[src/rtl/cluster_soc_evt_bridge.sv]
// cluster_soc_evt_bridge
// Collects single-cycle event pulses from NB_SRC cluster sources on three
// independent channels (DMA PE event, DMA PE irq, perf-feedback event),
// keeps a saturating pending count per channel and presents one registered
// valid/ack handshake per channel towards the SoC domain. Channel index
// order everywhere is {pf, irq, evt} = {2, 1, 0}.
module cluster_soc_evt_bridge #(
  parameter int NB_SRC    = 8,
  parameter int CNT_WIDTH = 4
) (
  input  logic                   clk_i,
  input  logic                   rst_i,
  input  logic [NB_SRC-1:0]      dma_evt_src_i,
  input  logic [NB_SRC-1:0]      dma_irq_src_i,
  input  logic [NB_SRC-1:0]      pf_evt_src_i,
  output logic                   dma_pe_evt_valid_o,
  input  logic                   dma_pe_evt_ack_i,
  output logic                   dma_pe_irq_valid_o,
  input  logic                   dma_pe_irq_ack_i,
  output logic                   pf_evt_valid_o,
  input  logic                   pf_evt_ack_i,
  output logic [3*CNT_WIDTH-1:0] pending_cnt_o,
  output logic [2:0]             ovf_o,
  input  logic                   ovf_clr_i
);

  // Width of a per-cycle arrival count (0..NB_SRC).
  localparam int ADD_W = $clog2(NB_SRC + 1);
  // Width of cnt + add - dec, wide enough that nothing wraps before the
  // saturation check.
  localparam int SUM_W = CNT_WIDTH + ADD_W + 1;
  // Largest value a channel counter can hold.
  localparam logic [SUM_W-1:0] SUM_MAX = SUM_W'((64'd1 << CNT_WIDTH) - 64'd1);
  localparam logic [CNT_WIDTH-1:0] CNT_MAX = '1;

  // Number of set bits in a source vector: the events arriving this cycle.
  function automatic logic [ADD_W-1:0] popcount(input logic [NB_SRC-1:0] vec);
    logic [ADD_W-1:0] acc;
    acc = '0;
    for (int i = 0; i < NB_SRC; i++) begin
      acc = acc + ADD_W'(vec[i]);
    end
    return acc;
  endfunction

  // Source and ack bundles gathered into channel-indexed vectors.
  logic [2:0][NB_SRC-1:0]    w_src;
  logic [2:0]                w_ack;

  // Per-channel next-state terms.
  logic [2:0][ADD_W-1:0]     w_add;
  logic [2:0]                w_dec;
  logic [2:0][SUM_W-1:0]     w_sum;
  logic [2:0][CNT_WIDTH-1:0] w_next;
  logic [2:0]                w_sat;

  // Channel state.
  logic [2:0][CNT_WIDTH-1:0] r_cnt;
  logic [2:0]                r_valid;
  logic [2:0]                r_ovf;

  assign w_src = {pf_evt_src_i, dma_irq_src_i, dma_evt_src_i};
  assign w_ack = {pf_evt_ack_i, dma_pe_irq_ack_i, dma_pe_evt_ack_i};

  // Next count per channel: arrivals minus an honoured ack, then saturate.
  // An ack only counts while valid is high, so the sum can never go below 0,
  // and the ack is applied before the saturation check.
  always_comb begin
    w_add  = '0;
    w_dec  = '0;
    w_sum  = '0;
    w_next = '0;
    w_sat  = '0;
    for (int ch = 0; ch < 3; ch++) begin
      w_add[ch] = popcount(w_src[ch]);
      w_dec[ch] = w_ack[ch] & r_valid[ch];
      w_sum[ch] = SUM_W'(r_cnt[ch]) + SUM_W'(w_add[ch]) - SUM_W'(w_dec[ch]);
      if (w_sum[ch] > SUM_MAX) begin
        w_next[ch] = CNT_MAX;
        w_sat[ch]  = 1'b1;
      end else begin
        w_next[ch] = w_sum[ch][CNT_WIDTH-1:0];
        w_sat[ch]  = 1'b0;
      end
    end
  end

  // Counter, valid and sticky overflow registers; reset discards everything
  // pending, and an overflow in the same cycle as a clear keeps the flag set.
  always_ff @(posedge clk_i) begin
    if (rst_i) begin
      r_cnt   <= '0;
      r_valid <= 3'b000;
      r_ovf   <= 3'b000;
    end else begin
      for (int ch = 0; ch < 3; ch++) begin
        r_cnt[ch]   <= w_next[ch];
        r_valid[ch] <= (w_next[ch] != '0);
        r_ovf[ch]   <= w_sat[ch] | (r_ovf[ch] & ~ovf_clr_i);
      end
    end
  end

  assign dma_pe_evt_valid_o = r_valid[0];
  assign dma_pe_irq_valid_o = r_valid[1];
  assign pf_evt_valid_o     = r_valid[2];
  assign pending_cnt_o      = r_cnt;
  assign ovf_o              = r_ovf;

endmodule

[config.mk]
export PLATFORM = sky130hd
export DESIGN_NAME = cluster_soc_evt_bridge
export DESIGN_NICKNAME = d
export VERILOG_FILES = /design/src/rtl/cluster_soc_evt_bridge.sv
export SDC_FILE = /design/constraint.sdc
export NUM_CORES = 1
export LEC_CHECK = 0
export CORE_MARGIN = 2
export CORE_UTILIZATION = 49
export CTS_CLUSTER_DIAMETER = 30
export DETAILED_ROUTE_END_ITERATION = 8
export PLACE_DENSITY = 0.8
export SLEW_MARGIN = 5
export SYNTH_ARGS = -nofsm -noshare
export SYNTH_HDL_FRONTEND = slang
export SYNTH_SLANG_ARGS = --single-unit
[constraint.sdc]
create_clock -name clk_i -period 5.5 [get_ports clk_i]
set_input_delay 1.1 -clock clk_i [delete_from_list [all_inputs] [get_ports clk_i]]
set_output_delay 1.1 -clock clk_i [all_outputs]
set_load 0.03 [all_outputs]
==> results.md, run 1 <==
- Outcome: complete, no violations
- # diodes: 0
- Pin count of the biggest net entering global routing: 20
- Antenna Nets Post-Route: 0
- Cell count after synthesis: 203
- Final net count: 331
- Num Clock Sinks: 18
- Hold buffer count at cts: 0
- 1st-iter DRT viols: 26
- Number of buffers on the longest clock path: 2
- WHS Endpoint: ovf_o[2]
- F_max: 0.212 GHz
- Flop-to-flop setup slack: 1880 ps
- Reg2Reg Capture Point: r_valid[1]
- Fraction of final layout cells sized beyond drive strength 1: 4.37%
- Remaining design rule violation count: 0
- Synth Register Bits: 18
- Clock buffers created by TritonCTS: 3
- Worst-case clock skew: 4.08 ps
- Data arrival time of the worst path: 4820 ps
- Area of the die: 4270 um^2
- CTS Root Buffer Type: sky130_fd_sc_hd__clkbuf_8
- Weighted congestion reported at the end of routability-driven placement: 0.904
- Worst-path cell chain: clkdlybuf4s50_1 > fa_1 > inv_1 > fa_1 > fa_1 > inv_1 > fa_1 > inv_1 > fa_1 > nor2b_1 > o21ai_1 > or4_4 > a31oi_1 > a41oi_1
- Period Utilization, post-route: 85.7%
- Total number of vias: 1,506
- First-pass GRT wire length: 6370 um
- Growth of design area from synthesis to finish: 31.3%
- Path class of the lowest-slack min-delay path: reg2reg
- Count of buffers added by post-CTS timing repair for setup: 0
- WL/cell: 11.7 um
- Number of primary I/O pins: 48
- Transition time at the pin with the least slew margin: 685 ps
- Clock tree from TritonCTS: yes
- Starting Density: 50.8%
- Count of flip-flops with a built-in enable after synthesis: 0
- Initial antenna violation count: 0
- Chip width: 65.4 um
- Number of instances on the worst hold path: 2
- Synth Warn #: 0
- DPL Wire Length: 3030 um
- Total GRT Usage: 18.7%
- Gates resized, CTS repair: 0
- Worst Reg-to-Reg Cells: 13
- Buffers on Ports: 47
- Number of distinct library cells after synthesis: 39
- Insertion delay to the later sink of the worst-skew pair: 260 ps
- Max stage delay cell, worst path: sky130_fd_sc_hd__fa_1
- Leading cell type in the layout, fill and taps excluded: sky130_fd_sc_hd__inv_1
- Critical path start-end classification: in2reg
- Most repeated library cell on the critical path: sky130_fd_sc_hd__fa_1
- Post-Syn Area: 1840 um^2
- Reg-to-Reg Start: r_valid[1]
- Total setup violations reported at the end of the flow: 0
- GR Overflow Total: 0
- Peak per-stage delay on the critical path: 540 ps
- Startpoint of the worst hold path: ovf_o[2]
- Setup slack at placement: 489 ps
- Most frequent cells in the layout: 48 x sky130_fd_sc_hd__inv_1, 47 x sky130_fd_sc_hd__clkdlybuf4s50_1, 30 x sky130_fd_sc_hd__ha_1
- Syn Nets: 281
- Total iterations of the first detailed-routing run: 4
- Setup repair after global routing missed its margin: false
- Synth async-reset ratio: 0%
- Worst setup slack after layout: 788 ps
- Clock slew at the register clock pins of the worst setup and hold paths: 80 ps
- Number of global-route vias before repair: 1,539
- Number of H-tree levels: 1
- Final Instance Area: 2420 um^2
- Number of slew-limit violations in the final report: 0
- Rel. slew slack: 54.2%
- Top flip-flop cell by instance count after synthesis: sky130_fd_sc_hd__dfxtp_1
- Via density per instance: 5.02
- Crit path capture type: flip-flop
- Max capacitance violation total: 0
- Proportion of synthesized chip area in sequential cells: 19.5%
- Period minus WS final: 4710 ps
- CORE AREA: 3630 um^2
- Required @ worst endpoint: 5600 ps
- Per-instance average area after synthesis: 9.09 um^2
- Aggregate routed wire length: 3510 um
- Sort of element at the start of the critical path: input port
- Final hold vios: 0
- Die Height: 65.4 um
- Final Core Density: 66.7%
- Critical path peak fanout: 3
- Setup_tns: 0 ps
- Placed cell area: 2370 um^2
- Number of placement rows: 22
-- metrics by stage --
stage	hold slack [ps]	instances
finish	477	300
global route	544	300
CTS	479	300
detailed placement	463	296
global placement	460	296
floorplan	595	203
-- kinds of logic after synthesis --
kind of cell | after synthesis | synth area share, %
mux | 1 | 0.543
xor+xnor | 7 | 3.32
fa+ha+maj | 48 | 39.9
flops | 18 | 19.5
simple gates | 37 | 12.1
compound gates | 42 | 14.4
buf+inv | 50 | 10.2
-- state kept, by name, summed over array words and instances, names as in the netlist --
name           flops
r_valid            3
pending_cnt_o     12
ovf_o              3
-- area by class of cell --
cell class                 count  area [um^2]
multi-input combinational    135         1300
tap                           48         60.1
fill                         312         1210
timing repair buffer          47          470
inverter                      48          180
clock buffer                   4         55.1
sequential                    18          360
-- worst max-delay path by stage --
stage,start,depth (start not counted),to
after CTS,dma_irq_src_i[3],14,r_valid[1]
after global routing,dma_irq_src_i[3],14,r_valid[1]
after detailed placement,dma_irq_src_i[3],14,r_valid[1]
after global placement,dma_irq_src_i[3],14,r_valid[1]
final,dma_irq_src_i[3],14,r_valid[1]
after floorplan,dma_irq_src_i[3],13,r_valid[1]
-- worst max-delay path: cells and delay by family --
family	cells	cell delay [ps]
and+or+nand+nor	2	620
adders and majority gates	5	2040
buffers and inverters	4	610
AOI/OAI and AO/OA	3	440
-- cells in the mapped netlist, drive strengths merged (3+ instances only) --
| cell type | number | area [um^2] |
|---|---|---|
| inv | 48 | 180 |
| ha | 30 | 375 |
| dfxtp | 18 | 360 |
| fa | 18 | 360 |
| a21oi | 17 | 88.8 |
| o21ai | 9 | 48.8 |
| nor2b | 7 | 51.3 |
| nand2b | 5 | 31.3 |
| nor2 | 5 | 18.8 |
| xor2 | 5 | 43.8 |
| and2 | 3 | 18.8 |
| nand2 | 3 | 11.3 |
| nand3 | 3 | 15.0 |
| or3 | 3 | 18.8 |
-- per-layer routing --
metal	vias up	GRT usage [%]	part of all wire (%)
li1	764	-	-
met5	-	0	0
met4	0	5.73	1.2
met3	4	0.514	2.3
met2	30	33.8	50
met1	708	24.2	46
Power of run 1 is left out: the tool's default activity adds up to more than one toggle a clock period on the data nets, which glitch-free logic cannot reach.
==> inputs of run 2 (changes only) <==
--- a/config.mk
+++ b/config.mk
@@ -9,6 +9,7 @@
 export CORE_UTILIZATION = 49
 export CTS_CLUSTER_DIAMETER = 30
 export DETAILED_ROUTE_END_ITERATION = 8
+export GPL_ROUTABILITY_DRIVEN = 0
 export PLACE_DENSITY = 0.8
 export SLEW_MARGIN = 5
 export SYNTH_ARGS = -nofsm -noshare
==> constraint.sdc (replaced) <==
create_clock -name clk_i -period 4.9 [get_ports clk_i]
set_input_delay 0.98 -clock clk_i [delete_from_list [all_inputs] [get_ports clk_i]]
set_output_delay 0.98 -clock clk_i [all_outputs]
set_load 0.03 [all_outputs]
==> run 2 against run 1 <==
Final area unchanged; sequential share of layout area unchanged; clock skew down 2.4 ps.
==> results.md, run 2 (synthesized netlist as in run 1, its figures left out) <==
- WHS Endpoint: ovf_o[0]
- Most frequent cells in the layout: 48 x sky130_fd_sc_hd__inv_1, 47 x sky130_fd_sc_hd__clkdlybuf4s50_1, 30 x sky130_fd_sc_hd__ha_1
- Sort of element at the start of the critical path: input port
- Remaining design rule violation count: 0 (unchanged)
- Total setup violations reported at the end of the flow: 0 (unchanged)
- Area of the die: 4270 um^2 (unchanged)
- Met3 Routed Length: 92 um (+12%)
- Antenna Nets Post-Route: 0 (unchanged)
- Number of global-route vias before repair: 1,462 (-5.0%)
- DR top layer: met4
- Clock slew at the register clock pins of the worst setup and hold paths: 80 ps (about the same)
- Transition time at the pin with the least slew margin: 639 ps (-46.9 ps)
- CTS Root Buffer Type: sky130_fd_sc_hd__clkbuf_8
- Count of buffers added by post-CTS timing repair for setup: 0 (unchanged)
- Number of slew-limit violations in the final report: 0 (unchanged)
- Setup slack at placement: -24.2 ps (-513 ps)
- Flip-flop count of the largest register, all copies and words added: 12 (unchanged)
- Buffers on Ports: 47 (unchanged)
- Path class of the lowest-slack min-delay path: reg2reg
- Hold buffer count at cts: 0 (unchanged)
- Required @ worst endpoint: 5020 ps (-580 ps)
- Via density per instance: 4.93 (-1.9%)
- Smallest hold slack: 476 ps (-1.22 ps)
- 1st-iter DRT viols: 30 (+15%)
- Gates resized, CTS repair: 0 (unchanged)
- Number of instances on the worst hold path: 2 (unchanged)
- Number of placement rows: 22 (unchanged)
- Final net count: 331 (unchanged)
- Number of H-tree levels: 1 (unchanged)
- Worst-case clock skew: 1.64 ps (-2.44 ps)
- Number of primary I/O pins: 48 (unchanged)
- Reg2Reg Capture Point: r_valid[1]
- Leading cell type in the layout, fill and taps excluded: sky130_fd_sc_hd__inv_1
- Clock tree from TritonCTS: yes
- Critical path peak fanout: 3 (unchanged)
- Final Instance Area: 2420 um^2 (unchanged)
- CORE AREA: 3630 um^2 (unchanged)
- # diodes: 0 (unchanged)
- Number of buffers on the longest clock path: 2 (unchanged)
- Wire length on met1: 1590 um (-2.3%)
- Pin count of the biggest net entering global routing: 20 (unchanged)
- Chip width: 65.4 um (unchanged)
- Total number of vias: 1,478 (-1.9%)
- Aggregate routed wire length: 3450 um (-1.7%)
- Final Core Density: 66.7% (unchanged)
- Rel. slew slack: 57.3% (+3.1 points)
- Worst setup slack after layout: 280 ps (-507 ps)
- GR Overflow Total: 0 (unchanged)
- Total GRT Usage: 18.1% (-0.64 points)
- Startpoint of the worst hold path: ovf_o[0]
- F_max: 0.216 GHz
- First-pass GRT wire length: 6110 um (-4.0%)
- Startpoint of the worst setup timing path: dma_irq_src_i[3]
- Data arrival time of the worst path: 4740 ps (-80 ps)
- Outcome: complete, no violations
- Growth of design area from synthesis to finish: 31.3% (unchanged)
- Setup repair after global routing missed its margin: false
- Fraction of final layout cells sized beyond drive strength 1: 4.37% (unchanged)
- Num Clock Sinks: 18 (unchanged)
- Insertion delay to the later sink of the worst-skew pair: 260 ps (about the same)
- Final hold vios: 0 (unchanged)
- Starting Density: 50.8% (unchanged)
- DPL Wire Length: 2910 um (-3.9%)
- Period minus WS final: 4620 ps
- Clock buffers created by TritonCTS: 3 (unchanged)
- Reg-to-Reg Start: r_valid[1]
- Max capacitance violation total: 0 (unchanged)
- Die Height: 65.4 um (unchanged)
- Critical path start-end classification: in2reg
- Met2 Wirelength: 1710 um (-2.6%)
- Crit path capture type: flip-flop
- Worst Reg-to-Reg Cells: 13 (unchanged)
- Placed cell area: 2370 um^2 (unchanged)
- Initial antenna violation count: 0 (unchanged)
- Flop-to-flop setup slack: 1260 ps (-620 ps)
- WL/cell: 11.5 um (-1.7%)
- Period Utilization, post-route: 94.3%
- Total iterations of the first detailed-routing run: 4 (unchanged)
run 2: critical path, stage by stage:
cell	delay, ps
sky130_fd_sc_hd__clkdlybuf4s50_1	430
sky130_fd_sc_hd__fa_1	560
sky130_fd_sc_hd__inv_1	50
sky130_fd_sc_hd__fa_1	500
sky130_fd_sc_hd__fa_1	410
sky130_fd_sc_hd__inv_1	70
sky130_fd_sc_hd__fa_1	210
sky130_fd_sc_hd__inv_1	60
sky130_fd_sc_hd__fa_1	390
sky130_fd_sc_hd__nor2b_1	120
sky130_fd_sc_hd__o21ai_1	90
sky130_fd_sc_hd__or4_4	490
sky130_fd_sc_hd__a31oi_1	220
sky130_fd_sc_hd__a41oi_1	140
run 2: final cells by class:
cell class | instances | area [um^2]
Clock buffer | 4 | 55.1
Fill cell | 304 | 1210
Inverter | 48 | 180
Multi-Input combinational cell | 135 | 1300
Sequential cell | 18 | 360
Tap cell | 48 | 60.1
Timing Repair Buffer | 47 | 470
run 2: per-stage QoR:
| step | TNS [ps] | instances |
|---|---|---|
| global route | 0 | 300 |
| CTS | 0 | 300 |
| global placement | 0 | 296 |
| detailed placement | -24.2 | 296 |
| floorplan | 0 | 203 |
| finish | 0 | 300 |
run 2: layer usage:
layer,vias to the layer above,track usage [%]
met5,-,0
met4,0,6.25
met3,5,0.856
met2,31,32.4
met1,677,23.1
li1,765,-
run 2: worst max path at each step:
stage                      end  slack [ps]  cells past startpoint
floorplan           r_valid[1]         640                     13
global placement    r_valid[1]          80                     14
detailed placement  r_valid[1]         -20                     14
CTS                 r_valid[1]         260                     14
global route        r_valid[1]         110                     14
finish              r_valid[1]         280                     14
Power of run 2 is left out for the same reason.
